[config.mk]
export PLATFORM = sky130hd
export DESIGN_NAME = ecc_apb_engine_flat
export DESIGN_NICKNAME = d
export VERILOG_FILES = /design/src/rtl/ecc_apb_pkg.sv /design/src/rtl/ecc_apb_engine_if.sv /design/src/rtl/ecc_result_fifo.sv /design/src/rtl/ecc_apb_engine.sv /design/src/flat_wrapper.sv
export SDC_FILE = /design/constraint.sdc
export NUM_CORES = 1
export LEC_CHECK = 0
export CORE_MARGIN = 2
export CORE_UTILIZATION = 59
export CTS_CLUSTER_SIZE = 28
export DETAILED_ROUTE_END_ITERATION = 8
export GPL_ROUTABILITY_DRIVEN = 0
export PLACE_DENSITY = 0.79
export SKIP_LAST_GASP = 1
export SYNTH_ARGS = -nofsm -noshare
export SYNTH_HDL_FRONTEND = slang
export SYNTH_SLANG_ARGS = --single-unit
export TNS_END_PERCENT = 50
[constraint.sdc]
create_clock -name clk -period 15.28 [get_ports clk]
set_clock_uncertainty 0.1 [all_clocks]
set_input_delay 2.292 -clock clk [delete_from_list [all_inputs] [get_ports clk]]
set_output_delay 2.292 -clock clk [all_outputs]
set_load 0.005 [all_outputs]
[src/rtl/ecc_apb_pkg.sv]
// ecc_apb_pkg: register map, enums and Hamming SEC-DED helpers for the ECC engine
package ecc_apb_pkg;

   localparam logic [2:0] REG_CTRL   = 3'd0;
   localparam logic [2:0] REG_DATA   = 3'd1;
   localparam logic [2:0] REG_WIDTH  = 3'd2;
   localparam logic [2:0] REG_NOISE  = 3'd3;
   localparam logic [2:0] REG_STATUS = 3'd4;
   localparam logic [2:0] REG_RESULT = 3'd5;
   localparam logic [2:0] REG_RESERR = 3'd6;

   typedef enum logic [1:0] {MODE_ENC = 2'd0, MODE_DEC = 2'd1, MODE_FULL = 2'd2, MODE_NOP = 2'd3} mode_e;
   typedef enum logic [1:0] {S_IDLE = 2'd0, S_CALC = 2'd1, S_DONE = 2'd2} state_e;
   typedef enum logic [1:0] {W_8 = 2'd0, W_16 = 2'd1, W_32 = 2'd2, W_32B = 2'd3} width_e;

   typedef struct packed {
      logic [1:0]  err;
      logic [31:0] data;
   } result_t;

   function automatic int cw_n(input width_e w);
      return (w == W_8) ? 8 : (w == W_16) ? 16 : 32;
   endfunction

   function automatic int cw_k(input width_e w);
      return (w == W_8) ? 4 : (w == W_16) ? 11 : 26;
   endfunction

   // parity bits below the overall parity bit
   function automatic int cw_p(input width_e w);
      return cw_n(w) - cw_k(w) - 1;
   endfunction

   function automatic logic [31:0] low_mask(input int n);
      logic [31:0] m;
      m = '0;
      for (int i = 0; i < 32; i++) m[i] = (i < n);
      return m;
   endfunction

   // Hamming position of data bit i: the i-th integer >= 3 that is not a power of two
   function automatic logic [4:0] h_pos(input int i);
      int c;
      logic [4:0] r;
      c = 0;
      r = '0;
      for (int v = 3; v < 32; v++)
         if ((v & (v - 1)) != 0) begin
            if (c == i) r = 5'(v);
            c++;
         end
      return r;
   endfunction

   // parity bit j collects every data bit whose Hamming position has bit j set
   function automatic logic [4:0] hamming_par(input logic [25:0] d, input int k);
      logic [4:0] p;
      p = '0;
      for (int i = 0; i < 26; i++)
         if (i < k) p = p ^ (h_pos(i) & {5{d[i]}});
      return p;
   endfunction

   function automatic logic [31:0] ecc_encode(input logic [31:0] d, input width_e w);
      logic [31:0] cw;
      int k;
      k = cw_k(w);
      cw = d & low_mask(k);
      cw = cw | ({27'd0, hamming_par(d[25:0], k)} << k);
      cw = cw | ({31'd0, ^cw} << (cw_n(w) - 1));
      return cw;
   endfunction

   function automatic result_t ecc_decode(input logic [31:0] cw_in, input width_e w);
      logic [31:0] cw, d;
      logic [4:0] syn;
      int k;
      result_t r;
      k = cw_k(w);
      cw = cw_in & low_mask(cw_n(w));
      d = cw & low_mask(k);
      syn = hamming_par(d[25:0], k) ^ 5'((cw >> k) & low_mask(cw_p(w)));
      r.err = 2'b00;
      if (^cw) begin
         r.err = 2'b01;
         for (int i = 0; i < 26; i++)
            if (i < k && syn != 5'd0 && h_pos(i) == syn) d[i] = ~d[i];
      end else if (syn != 5'd0) begin
         r.err = 2'b10;
      end
      r.data = d;
      return r;
   endfunction

endpackage

[src/rtl/ecc_apb_engine_if.sv]
// ecc_apb_engine_if: APB3 bus bundle (no PREADY, zero wait states)
interface ecc_apb_engine_if #(
   parameter int AMBA_ADDR_WIDTH = 20,
   parameter int AMBA_WORD       = 32
);
   logic [AMBA_ADDR_WIDTH-1:0] PADDR;
   logic [AMBA_WORD-1:0]       PWDATA;
   logic [AMBA_WORD-1:0]       PRDATA;
   logic                       PENABLE;
   logic                       PSEL;
   logic                       PWRITE;

   modport master (output PADDR, PWDATA, PENABLE, PSEL, PWRITE, input PRDATA);
   modport slave  (input PADDR, PWDATA, PENABLE, PSEL, PWRITE, output PRDATA);
endinterface

[src/rtl/ecc_result_fifo.sv]
// ecc_result_fifo: result queue; a push into a full queue is dropped unless a pop frees a slot
module ecc_result_fifo
   import ecc_apb_pkg::*;
#(
   parameter int DEPTH = 4
) (
   input  logic    clk,
   input  logic    rst,
   input  logic    i_push,
   input  logic    i_pop,
   input  result_t i_din,
   output result_t o_dout,
   output logic    o_full,
   output logic    o_empty,
   output logic    o_drop
);
   localparam int AW = $clog2(DEPTH);

   result_t       r_mem [DEPTH];
   logic [AW-1:0] r_wp, r_rp;
   logic [AW:0]   r_cnt;
   logic          w_wr, w_rd;

   assign o_full  = r_cnt == (AW+1)'(DEPTH);
   assign o_empty = r_cnt == '0;
   assign w_rd    = i_pop & ~o_empty;
   assign w_wr    = i_push & (~o_full | w_rd);
   assign o_drop  = i_push & ~w_wr;
   assign o_dout  = r_mem[r_rp];

   // storage, pointers and occupancy
   always_ff @(posedge clk or posedge rst)
      if (rst) begin
         r_wp  <= '0;
         r_rp  <= '0;
         r_cnt <= '0;
         for (int i = 0; i < DEPTH; i++) r_mem[i] <= '0;
      end else begin
         if (w_wr) begin
            r_mem[r_wp] <= i_din;
            r_wp        <= r_wp + 1'b1;
         end
         if (w_rd) r_rp <= r_rp + 1'b1;
         r_cnt <= r_cnt + (AW+1)'(w_wr) - (AW+1)'(w_rd);
      end
endmodule

[src/rtl/ecc_apb_engine.sv]
// ecc_apb_engine: APB3 slave running SEC-DED encode/decode/noisy round-trip at 8/16/32-bit widths
module ecc_apb_engine
   import ecc_apb_pkg::*;
#(
   parameter int DATA_WIDTH      = 32,
   parameter int AMBA_ADDR_WIDTH = 20,
   parameter int AMBA_WORD       = 32,
   parameter int RES_DEPTH       = 4
) (
   input  logic                  clk,
   input  logic                  rst,
   ecc_apb_engine_if.slave       apb,
   output logic [DATA_WIDTH-1:0] data_out,
   output logic                  operation_done,
   output logic [1:0]            num_of_errors
);
   state_e                r_state, w_next;
   mode_e                 r_ctrl, r_op_mode;
   width_e                r_width, r_op_width;
   logic [AMBA_WORD-1:0]  r_data_in, r_noise, r_op_data, r_op_noise, w_rdata;
   logic [DATA_WIDTH-1:0] r_data_out;
   logic [1:0]            r_err;
   logic                  r_overflow;
   logic [2:0]            w_addr;
   logic                  w_access, w_wr, w_rd, w_start, w_busy;
   logic                  w_push, w_pop, w_full, w_empty, w_drop;
   logic [31:0]           w_cw;
   result_t               w_res, w_head;
   logic                  w_unused;

   assign w_unused = ^{apb.PADDR[AMBA_ADDR_WIDTH-1:5], apb.PADDR[1:0]};
   assign w_addr   = apb.PADDR[4:2];
   assign w_access = apb.PSEL & apb.PENABLE;
   assign w_busy   = r_state != S_IDLE;
   assign w_wr     = w_access & apb.PWRITE & ~w_busy;
   assign w_rd     = w_access & ~apb.PWRITE;
   assign w_start  = w_wr && w_addr == REG_CTRL && apb.PWDATA[1:0] != MODE_NOP;
   assign w_push   = r_state == S_DONE;
   assign w_pop    = w_rd && w_addr == REG_RESULT && !w_empty;

   assign data_out       = r_data_out;
   assign num_of_errors  = r_err;
   assign operation_done = r_state == S_DONE;

   // FSM state register
   always_ff @(posedge clk or posedge rst)
      if (rst) r_state <= S_IDLE;
      else r_state <= w_next;

   // FSM next state: a start launches a fixed CALC -> DONE -> IDLE sequence
   always_comb begin
      w_next = r_state;
      w_next = (r_state == S_IDLE) ? (w_start ? S_CALC : S_IDLE) :
               (r_state == S_CALC) ? S_DONE : S_IDLE;
   end

   // software-visible registers; writes are ignored while an operation is in flight
   always_ff @(posedge clk or posedge rst)
      if (rst) begin
         r_ctrl    <= MODE_ENC;
         r_data_in <= '0;
         r_width   <= W_8;
         r_noise   <= '0;
      end else if (w_wr) begin
         if (w_addr == REG_CTRL)  r_ctrl    <= mode_e'(apb.PWDATA[1:0]);
         if (w_addr == REG_DATA)  r_data_in <= apb.PWDATA;
         if (w_addr == REG_WIDTH) r_width   <= width_e'(apb.PWDATA[1:0]);
         if (w_addr == REG_NOISE) r_noise   <= apb.PWDATA;
      end

   // operand snapshot taken at the launching CTRL write
   always_ff @(posedge clk or posedge rst)
      if (rst) begin
         r_op_mode  <= MODE_ENC;
         r_op_width <= W_8;
         r_op_data  <= '0;
         r_op_noise <= '0;
      end else if (w_start) begin
         r_op_mode  <= mode_e'(apb.PWDATA[1:0]);
         r_op_width <= r_width;
         r_op_data  <= r_data_in;
         r_op_noise <= r_noise;
      end

   // codec datapath evaluated from the snapshot during CALC
   always_comb begin
      w_cw  = ecc_encode(r_op_data, r_op_width);
      w_res = (r_op_mode == MODE_DEC)  ? ecc_decode(r_op_data, r_op_width) :
              (r_op_mode == MODE_FULL) ? ecc_decode(w_cw ^ r_op_noise, r_op_width) :
                                         result_t'({2'b00, w_cw});
   end

   // result outputs become visible in DONE
   always_ff @(posedge clk or posedge rst)
      if (rst) begin
         r_data_out <= '0;
         r_err      <= 2'b00;
      end else if (r_state == S_CALC) begin
         r_data_out <= w_res.data;
         r_err      <= w_res.err;
      end

   // sticky record of any result lost to a full queue
   always_ff @(posedge clk or posedge rst)
      if (rst) r_overflow <= 1'b0;
      else if (w_drop) r_overflow <= 1'b1;

   ecc_result_fifo #(.DEPTH(RES_DEPTH)) u_fifo (
      .clk     (clk),
      .rst     (rst),
      .i_push  (w_push),
      .i_pop   (w_pop),
      .i_din   (result_t'({r_err, r_data_out})),
      .o_dout  (w_head),
      .o_full  (w_full),
      .o_empty (w_empty),
      .o_drop  (w_drop)
   );

   // read mux; the queue head reads as zero when nothing is queued
   always_comb begin
      w_rdata = '0;
      case (w_addr)
         REG_CTRL:   w_rdata = {30'd0, r_ctrl};
         REG_DATA:   w_rdata = r_data_in;
         REG_WIDTH:  w_rdata = {30'd0, r_width};
         REG_NOISE:  w_rdata = r_noise;
         REG_STATUS: w_rdata = {28'd0, r_overflow, w_empty, w_full, w_busy};
         REG_RESULT: w_rdata = w_empty ? '0 : w_head.data;
         REG_RESERR: w_rdata = w_empty ? '0 : {30'd0, w_head.err};
         default:    w_rdata = '0;
      endcase
      apb.PRDATA = w_rd ? w_rdata : '0;
   end
endmodule

[src/flat_wrapper.sv]
// flat-port wrapper written by rule: the top's interface ports become plain ports
module ecc_apb_engine_flat import ecc_apb_pkg::*;
#(
   parameter int DATA_WIDTH      = 32,
   parameter int AMBA_ADDR_WIDTH = 20,
   parameter int AMBA_WORD       = 32,
   parameter int RES_DEPTH       = 4
)
  (clk, rst, data_out, operation_done, num_of_errors, apb_PADDR, apb_PWDATA, apb_PENABLE, apb_PSEL, apb_PWRITE, apb_PRDATA);
  ecc_apb_engine_if #(.AMBA_ADDR_WIDTH(AMBA_ADDR_WIDTH), .AMBA_WORD(AMBA_WORD)) apb_i ();
  input  logic clk;
  input  logic rst;
  output logic [DATA_WIDTH-1:0] data_out;
  output logic operation_done;
  output logic [1:0] num_of_errors;
  input wire logic [$bits(apb_i.PADDR)-1:0] apb_PADDR;
  input wire logic [$bits(apb_i.PWDATA)-1:0] apb_PWDATA;
  input wire logic [$bits(apb_i.PENABLE)-1:0] apb_PENABLE;
  input wire logic [$bits(apb_i.PSEL)-1:0] apb_PSEL;
  input wire logic [$bits(apb_i.PWRITE)-1:0] apb_PWRITE;
  output wire logic [$bits(apb_i.PRDATA)-1:0] apb_PRDATA;
  assign apb_i.PADDR = apb_PADDR;
  assign apb_i.PWDATA = apb_PWDATA;
  assign apb_i.PENABLE = apb_PENABLE;
  assign apb_i.PSEL = apb_PSEL;
  assign apb_i.PWRITE = apb_PWRITE;
  assign apb_PRDATA = apb_i.PRDATA;
  ecc_apb_engine #(.DATA_WIDTH(DATA_WIDTH), .AMBA_ADDR_WIDTH(AMBA_ADDR_WIDTH), .AMBA_WORD(AMBA_WORD), .RES_DEPTH(RES_DEPTH)) u_core (.clk(clk), .rst(rst), .apb(apb_i), .data_out(data_out), .operation_done(operation_done), .num_of_errors(num_of_errors));
endmodule
# --- Word level (Yosys, flattened, before mapping) ---
# Index checks and enable logic that the tools add are counted.
# Widths: inputs -> output; s select.
totals:
  latch_bits: 0
  word_cells: 6032
  ramBits: 0
  inputBits: 57
  memories: 0
  romBits: 0
  out_inout_bits: 67
  reg_bits: 316
op_classes:
  muxes: 2883
  shifts: 4
  multipliers: 0
  n_lt_le_gt_ge: 72
  eq_ne: 1940
  div: 0
  bitwise_logic: 232
  n_reduce_logical: 199
  addsub: 679
ops:
  columns: ["cell", "count"]
  rows:
  - ["$eq 32x6->1 const B", 750]
  - ["$mux 32", 704]
  - ["$add 32x2->32 const B", 672]
  - ["$eq 32x5->1 const B", 600]
  - ["$eq 32x4->1 const B", 300]
  - ["$mux 5", 1327]
  - ["$eq 32x3->1 const B", 150]
  - ["$eq 32x2->1 const B", 75]
  - ["$logic_not 32->1", 75]
  - ["$mux 4", 546]
  - ["$lt 6x32->1 const A", 32]
  - ["$mux 3", 234]
  - ["$lt 5x32->1 const A", 16]
  - ["$and 5x5->5", 80]
  - ["$xor 5x5->5", 77]
  - ["$lt 4x32->1 const A", 9]
  - ["$eq 5x5->1", 52]
  - ["$pmux 32 s7", 1]
  - ["$lt 3x32->1 const A", 6]
  - ["$mux 34", 5]
  - ["$and 32x32->32", 5]
  - ["$bwmux 136", 1]
  - ["$logic_and 1x1->1", 109]
  - ["$lt 1x32->1 const A", 3]
  - ["36 further kinds", 180]

# --- Logic depth before layout (Yosys ltp) ---
# Gate-level depths: netlist of the first run.
depth:
  ltp_word: 176
  depth_mapped: 18
  ltp_nobuf: 13

# --- Modules after synthesis ---
# From an unflattened synthesis of the first run, not the netlist that was laid out.
hier_totals:
  hier_cells: 1712
  area_unflattened_um2: 18380.1
modules_own_cells:
  columns: ["module", "n_inst", "cells_per_inst", "seq_area_each_um2", "area_per_inst_um2"]
  rows:
  - ["ecc_apb_engine", 1, 1344, 4329.2, 12052.8]
  - ["ecc_result_fifo", 1, 368, 3578.4, 6327.3]

# --- Least setup slack after synthesis of the first run ---
# OpenSTA, ideal clock, no wires.
synth_timing:
  path_type: "input -> output"
  start: "input apb_PADDR[2]"
  end: "output apb_PRDATA[12]"
  path_buffers: 3
  slack_ns: 9.296
  cell_stages: 7
  t_required_ns: 12.888
  t_arrival_ns: 3.592
  cell_sequence: "clkbuf_1 -> nand2_1 -> nor2_1 -> clkbuf_1 -> buf_1 -> a222oi_1 -> nor2_1"
synth_via:
  elab_chain_cells: 3
  elab_cells_between_ends: 9
  classes_between: "eq/ne (6); mux (2); reduce/logical (1)"
synth_rtl:
  columns: ["item", "line", "text"]
  rows:
  - ["start, declared", "flat_wrapper.sv:16", "input wire logic [$bits(apb_i.PADDR)-1:0] apb_PADDR;"]
  - ["$eq 3x3->1 (tied with other cells)", null, null]
  - ["$pmux 32 s7 *", null, null]
  - ["$mux 32 *", null, null]
  - ["end, declared", "flat_wrapper.sv:21", "output wire logic [$bits(apb_i.PRDATA)-1:0] apb_PRDATA;"]
# Mark *: on every way between the ends. The rest lies on a longest branch, timed or not.

# --- Final worst setup path of the first run ---
layout_timing:
  start: "input apb_PADDR[3]"
  end: "output apb_PRDATA[31]"
# The elaborated chain is that of the path after synthesis.

==> results of run 1 <==
==> routing by layer <==
layer  routed length, um  vias up  global-route usage, %
met2               23300      707                   50.3
met5                  13        -                      0
met1               20100     6852                   44.1
met4                2020        2                   11.9
met3                4800      174                   8.14
li1                    -     5899                      -
==> synth_stat cells (all sizes together), types with 29 or more instances <==
cell type / n / share of area (%)
o211ai: 37 / 1.7
nand2: 281 / 5.9
mux2: 208 / 13
o21ai: 44 / 1.3
mux4: 34 / 4.3
dfrtp: 316 / 44
buf: 35 / 0.96
clkbuf: 87 / 1.8
a21oi: 36 / 1.0
nor2: 110 / 2.3
xnor2: 120 / 5.9
xor2: 53 / 2.7
a222oi: 29 / 1.6
==> tightest hold or removal path, stage by stage (launching register included) <==
cell and delay [ps]:
dfrtp_1 360, nand2_1 60, nand2_1 50
==> path summary, 6_finish.rpt <==
path                                     start                  endpoint  slack [ps]
setup / recovery                  apb_PADDR[3]            apb_PRDATA[31]        8020
hold / removal              u_core.r_noise[23]     u_core.r_op_noise[23]         390
setup reg to reg           u_core.r_op_data[0]        u_core.data_out[4]       10000
hold reg to reg             u_core.r_noise[23]     u_core.r_op_noise[23]         390
max in group asynchronous                  rst  u_core.u_fifo.r_mem[117]       10520
min in group asynchronous                  rst   u_core.u_fifo.r_mem[71]        2140
==> cells by family (layout without fill, tap and decap cells) <==
kind of cell,after synthesis,after routing
AO/OA/AOI/OAI,215,215
XOR/XNOR,206,206
adder cells (fa/ha/maj),10,10
buffers and inverters,144,212
flip-flops,316,316
multiplexers,261,261
other,1,2
AND/OR/NAND/NOR,502,502
==> area by class of cell <==
type	count	area, sq um
fill	2184	9470
multi-input combinational	1195	9460
sequential	316	7910
timing repair buffer	128	1230
clock buffer	53	1030
tap	390	488
clock inverter	9	118
inverter	22	90.1
antenna	1	2.50
==> stage by stage <==
stage	instances	instance area, sq um	worst slack [ps]
6_report	2114	20300	8020
5_1_grt	2113	20300	7930
4_1_cts	2113	20300	8060
3_5_place_dp	2051	19200	8080
3_3_place_gp	2051	19200	8070
2_1_floorplan	1655	17900	4150
==> power by group through the flow <==
stage               sequential [uW]  combinational [uW]  clock, uW
floorplan                      1060                1940          0
global placement               1140                2410          0
detailed placement             1150                2450          0
CTS                            1140                2470        851
global route                   1160                2710        887
finish                         1150                2580        845
==> registers in the layout (all words and copies together) (netlist names) <==
signal / flops
u_core.r_state: 2
u_core.r_op_noise: 32
u_core.r_op_mode: 2
u_core.u_fifo.r_cnt: 3
u_core.r_op_data: 32
u_core.r_overflow: 1
u_core.data_out: 32
u_core.r_ctrl: 2
u_core.u_fifo.r_wp: 2
u_core.r_op_width: 2
u_core.u_fifo.r_rp: 2
u_core.num_of_errors: 2
u_core.u_fifo.r_mem: 136
u_core.r_data_in: 32
u_core.r_noise: 32
u_core.r_width: 2
==> flow_summary.rst, run 1 <==
.. list-table::
   :header-rows: 1

   * - Metric
     - Value
   * - Total count of max-transition violations in the final report
     - 0
   * - Capturing element type of the critical path
     - output pin
   * - Overall routed net length
     - about 50,000 um
   * - Standard-cell rows
     - 63
   * - Max incr delay on CP
     - a little under 900 ps
   * - Resized Gates After CTS
     - 0
   * - Slowest cell on the critical path
     - clkdlybuf4s50_1
   * - Placeable Area
     - just under 30,000 sq um
   * - Post-synthesis compound-gate area fraction
     - 8.66%
   * - Synthesized Nets
     - between 1,500 and 2,000
   * - Overall track demand over capacity in global routing
     - roughly 32%
   * - DR vias
     - approximately 14,000
   * - Number of cells on the worst hold path
     - 2
   * - Post-synth EDFFs
     - 0
   * - Crit path buf inv count
     - 3
   * - Clock power share
     - around 19%
   * - First-pass detailed-route iteration total
     - 7
   * - Detailed router's first-iteration violation count
     - 1,639
   * - Total clock sinks
     - about 320
   * - Area share of fa/ha/maj cells after synthesis
     - 0.740%
   * - Number of port buffers
     - approximately 110
   * - Standby leakage power
     - 0.00916 uW
   * - Achievable clock frequency
     - around 140 MHz
   * - Max-cap violations
     - 0
   * - Setup violators final
     - 0
   * - R2R depth
     - 14
   * - WL per Instance
     - roughly 24 um
   * - Total congestion overflow after global routing
     - 0
   * - WP data arrival
     - roughly 4900 ps
   * - Number of nets in the final layout
     - 1,765
   * - Total net switching power
     - 2100 uW
   * - Vias per std cell
     - 6.45
   * - Die Span Y
     - approximately 180 um
   * - Vias in the first global route
     - ~14,000
   * - Maximum buffer depth of the clock tree
     - 3
   * - Sequential cell area fraction in the yosys report
     - around 44%
   * - Number of logic stages on the critical path including buffering
     - 7
   * - Antenna violations before repair
     - 2
   * - Number of storage elements in the synthesis netlist
     - around 320
   * - Final HPWL DP
     - between 30,000 and 40,000 um
   * - Mean instance size in the synthesized netlist
     - 10.8 sq um
   * - Maximum fanout count along the critical path
     - 30
   * - Most used cells in the layout excluding fill and tap cells
     - dfrtp_1, nand2_1, mux2_2
   * - Count of H-tree levels built during CTS
     - 2
   * - Area share of and/or/nand/nor cells after synthesis
     - approximately an eighth
   * - Run status
     - completed
   * - Post-synthesis instance area
     - between 15,000 and 20,000 sq um
   * - Clock transition at path regs
     - around 60 ps
   * - Crit path max-delay family
     - buffers and inverters
   * - Combinational family with the most area after synthesis
     - multiplexers
   * - Top_reg_cell synth
     - dfrtp_1
   * - Width of the die
     - between 150 and 200 um
   * - Required time at the worst-slack endpoint
     - ~13,000 ps
   * - Initial core utilization
     - 60.2%
   * - Fraction of synthesized cell area in xor and xnor cells
     - roughly an eighth
   * - Number of setup buffers added after CTS
     - 0
   * - Number of instances in the synthesized netlist
     - 1,655
   * - Residual antenna-violating net count after detailed routing
     - 0
   * - Worst slack on hold paths
     - 390 ps
   * - Area overhead of the layout relative to synthesis
     - 13.3%
   * - Power after layout
     - 4570 uW
   * - Startpoint kind of the worst setup timing path
     - input pin
   * - VDD IR-drop max
     - 0.000299 V
   * - CP cell instances
     - clkdlybuf4s50_1, nor2_1, and3_1, buf_4, a222oi_1, nor2_1, clkdlybuf4s50_1
   * - Multiplexer fraction of the synthesized cell area
     - a little under a fifth
   * - Fraction of final layout cells with drive strength greater than 1
     - approximately a fifth
   * - Cell internal power dissipation
     - roughly 2500 uW
   * - Hold-fix buffers at CTS
     - 0
   * - First-pass GRT wire length
     - slightly below 80,000 um
   * - Total number of yosys warnings
     - 0
   * - Total negative slack
     - 0 ps
   * - Fraction of registers with async set or reset after synthesis
     - between 90% and 100%
   * - Master cell of the clock root buffer
     - clkbuf_16
   * - Clock tree from TritonCTS
     - built
   * - Part of the power in combinational logic
     - a little under three fifths
   * - Most frequent standard cell in the layout excluding fill and tap cells
     - dfrtp_1
   * - DRC viols
     - 0
   * - Die area
     - about 32,000 sq um
   * - Clock period minus final worst setup slack
     - approximately 7300 ps
   * - Switching Share
     - a little under half
   * - Crit path kind
     - input pin to output pin
   * - Final Hold Vio Count
     - 0
   * - Num CTS Buffers
     - 35
   * - Fraction of the cycle the final worst path needs
     - 47.5%
   * - Post-layout utilization of the core
     - between 60% and 70%
   * - Netlist cell types
     - about 80
   * - Sequential cell fraction of total power
     - 25.1%
   * - Slew of the pin with the lowest slew margin
     - roughly 1100 ps
   * - Path category of the worst min-delay check
     - flip-flop to flip-flop
   * - Clock latency on the worst-skew pair
     - between 500 and 600 ps
   * - Maximum number of pins on one net before global-route repair
     - between 80 and 90
   * - Power Density
     - between 200 and 250 nW/um^2
   * - Number of ports placed on the die boundary
     - about 120
   * - RSZ-0062 raised after global routing
     - false
   * - Max-slew headroom at the worst pin
     - between 20% and 30%
No activity file was read; power rests on OpenSTA's default activity.
==> run 2, diff against run 1 <==
CORE_UTILIZATION = 54   (was 59)
PLACE_DENSITY = 0.76   (was 0.79)
clock period = 6.2 ns   (was 15.28 ns; I/O delays follow)
==> run 2 against run 1 <==
Sequential cell count stayed put. Via count hardly changed. Critical path type is now flip-flop to flip-flop. Worst setup slack worse by 6900 ps. Cell area is 0.19% higher. Hold slack worse by 13 ps. Cell count is 2.4% higher. Sequential power is 150% higher. Register-to-register slack worse by 8900 ps. First-iteration DRC count is 20% lower.
==> flow_summary.rst, run 2 (synthesis gave the netlist of run 1 again) <==
.. list-table::
   :header-rows: 1

   * - Metric
     - Value
   * - Total count of max-transition violations in the final report
     - 0 (unchanged)
   * - Overall routed net length
     - 50,800 um (+1.1%)
   * - Capturing element type of the critical path
     - flip-flop
   * - Standard-cell rows
     - 66 (+4.8%)
   * - Width of the die
     - 186 um (+4.4%)
   * - WP data arrival
     - 5380 ps (+520 ps)
   * - Clock latency on the worst-skew pair
     - 520 ps (about the same)
   * - R2R depth
     - 13 (-1)
   * - Placed cell count
     - 2,104 (+2.6%)
   * - Largest register by flop count
     - u_core.u_fifo.r_mem
   * - Hold Startpoint
     - u_core.r_overflow
   * - DRC viols
     - 0 (unchanged)
   * - Start of the worst register-to-register path
     - u_core.r_op_data[24]
   * - Standby leakage power
     - 0.00914 uW (-0.23%)
   * - First-pass detailed-route iteration total
     - 8 (+1)
   * - Detailed router's first-iteration violation count
     - 1,315 (-20%)
   * - Final Hold Vio Count
     - 0 (unchanged)
   * - Vias per std cell
     - 6.29 (-2.4%)
   * - Fraction of the cycle the final worst path needs
     - between 80 and 90%
   * - Max-slew headroom at the worst pin
     - 22.3% (-2.3 points)
   * - Post-layout utilization of the core
     - 62.4% (-5.8 points)
   * - Number of setup buffers added after CTS
     - 0 (unchanged)
   * - Power Density
     - 541 nW/um^2 (+140%)
   * - Launching element of the worst setup path
     - u_core.r_op_data[24]
   * - Initial core utilization
     - 55.0% (-5.2 points)
   * - Most frequent standard cell in the layout excluding fill and tap cells
     - dfrtp_1
   * - Total clock sinks
     - 316 (unchanged)
   * - Clock transition at path regs
     - 60 ps (about the same)
   * - Number of nets in the final layout
     - 1,765 (unchanged)
   * - Area overhead of the layout relative to synthesis
     - 13.6%
   * - Destination of the worst register-to-register timing path
     - u_core.data_out[4]
   * - Count of H-tree levels built during CTS
     - 2 (unchanged)
   * - Antenna violations before repair
     - 1 (-1)
   * - Vias in the first global route
     - 13,500 (-1.0%)
   * - Master cell of the clock root buffer
     - clkbuf_16
   * - Number of ports placed on the die boundary
     - 124 (unchanged)
   * - Sequential Area
     - 7910 sq um (unchanged)
   * - Path category of the worst min-delay check
     - flip-flop to flip-flop
   * - Required time at the worst-slack endpoint
     - 6490 ps (-6400 ps)
   * - Residual antenna-violating net count after detailed routing
     - 0 (unchanged)
   * - Die Span Y
     - 186 um (+4.4%)
   * - Max-cap violations
     - 0 (unchanged)
   * - Hold-fix buffers at CTS
     - 0 (unchanged)
   * - DR vias
     - 13,600 (-0.051%)
   * - Power after layout
     - 11,000 uW (+140%)
   * - Resized Gates After CTS
     - 0 (unchanged)
   * - First-pass GRT wire length
     - 78,000 um (-0.12%)
   * - Worst slack on hold paths
     - 376 ps (-13.4 ps)
   * - Placeable Area
     - 32,600 sq um (+9.5%)
   * - Largest register FFs
     - 136 (unchanged)
   * - WL per Instance
     - 23.5 um (-1.3%)
   * - Overall track demand over capacity in global routing
     - 29.8% (-2.5 points)
   * - Clock period minus final worst setup slack
     - ~5100 ps
   * - Crit path kind
     - flip-flop to flip-flop
   * - Fill cells
     - 2,491 (+14%)
   * - Maximum number of pins on one net before global-route repair
     - 190 (+120%)
   * - Startpoint kind of the worst setup timing path
     - flip-flop
   * - Clock tree from TritonCTS
     - built
   * - Most used cells in the layout excluding fill and tap cells
     - dfrtp_1, nand2_1, mux2_2
   * - Fraction of final layout cells with drive strength greater than 1
     - 20.0% (-0.046 points)
   * - Total area of multi-input combinational cells
     - 9460 sq um (unchanged)
   * - Final HPWL DP
     - 35,400 um (+1.3%)
   * - VDD IR-drop max
     - 0.000658 V (+120%)
   * - Setup violators final
     - 0 (unchanged)
   * - Run status
     - completed
   * - Num CTS Buffers
     - 34 (-2.9%)
   * - Maximum buffer depth of the clock tree
     - 3 (unchanged)
   * - Total negative slack
     - 0 ps (unchanged)
   * - Die area
     - 34,700 sq um (+9.0%)
   * - Worst setup path endpoint
     - u_core.data_out[4]
   * - Slew of the pin with the lowest slew margin
     - 1160 ps (+35.1 ps)
   * - Total congestion overflow after global routing
     - 0 (unchanged)
   * - Achievable clock frequency
     - approximately 200 MHz
   * - Maximum fanout count along the critical path
     - 21 (-30%)
   * - RSZ-0062 raised after global routing
     - false
   * - Number of port buffers
     - 106 (unchanged)
   * - Final Instance Count excl. Fillers
     - 2,165 (+2.4%)
   * - Internal reg-to-reg setup slack
     - 1110 ps (-8890 ps)
run 2: cell count changes in the layout (fill, tap and decap cells not counted), sizes merged:
cell / delta
clkbuf: -6
clkinv: +3
bufinv: +1
buf: +1
inv: -2
clkinvlp: +2
run 2: critical path: stages (launching register included):
cell     delay (ps)
dfrtp_1         490
xnor2_1         410
xnor3_1         590
xnor2_1         410
xor2_1          410
xnor2_1         240
xnor3_1         400
nand2_1         110
xnor3_1         470
nor4_4          140
buf_4           310
or2_1           470
nor4b_1         320
nor3_1           90
run 2: worst min path at each step:
stage | cells past startpoint | slack (ps) | endpoint
after floorplan | 1 | 340 | u_core.r_overflow
after global placement | 1 | 360 | u_core.r_overflow
after detailed placement | 1 | 360 | u_core.r_overflow
after CTS | 1 | 380 | u_core.r_overflow
after global routing | 1 | 400 | u_core.r_overflow
final | 1 | 380 | u_core.r_overflow
run 2: cell type report:
cell class,count,area share (%)
Timing Repair Buffer,129,6.12
Antenna cell,1,0.0123
Tap cell,442,2.72
Multi-Input combinational cell,1195,46.4
Clock buffer,47,4.62
Clock inverter,13,0.829
Sequential cell,316,38.8
Inverter,22,0.424
run 2: per-stage QoR:
stage                     area (sq um)  worst slack (ps)
after global placement           19300              1350
final                            20400              1110
after floorplan                  17900               959
after global routing             20400               852
after detailed placement         19300              1240
after CTS                        20400              1200
run 2: routing by layer:
metal,routed length [um],up-vias,GRT usage [%]
met5,0,-,0
met4,2030,0,13.1
met3,4620,129,6.09
met2,23700,703,46.5
met1,20400,6902,40.7
li1,-,5893,-
run 2: power breakdown:
part	leakage (uW)	internal [uW]	total, uW	switching (uW)
logic	0.00444	2440	6150	3710
clock network	0.000541	1200	2030	829
registers	0.00416	2380	2840	451
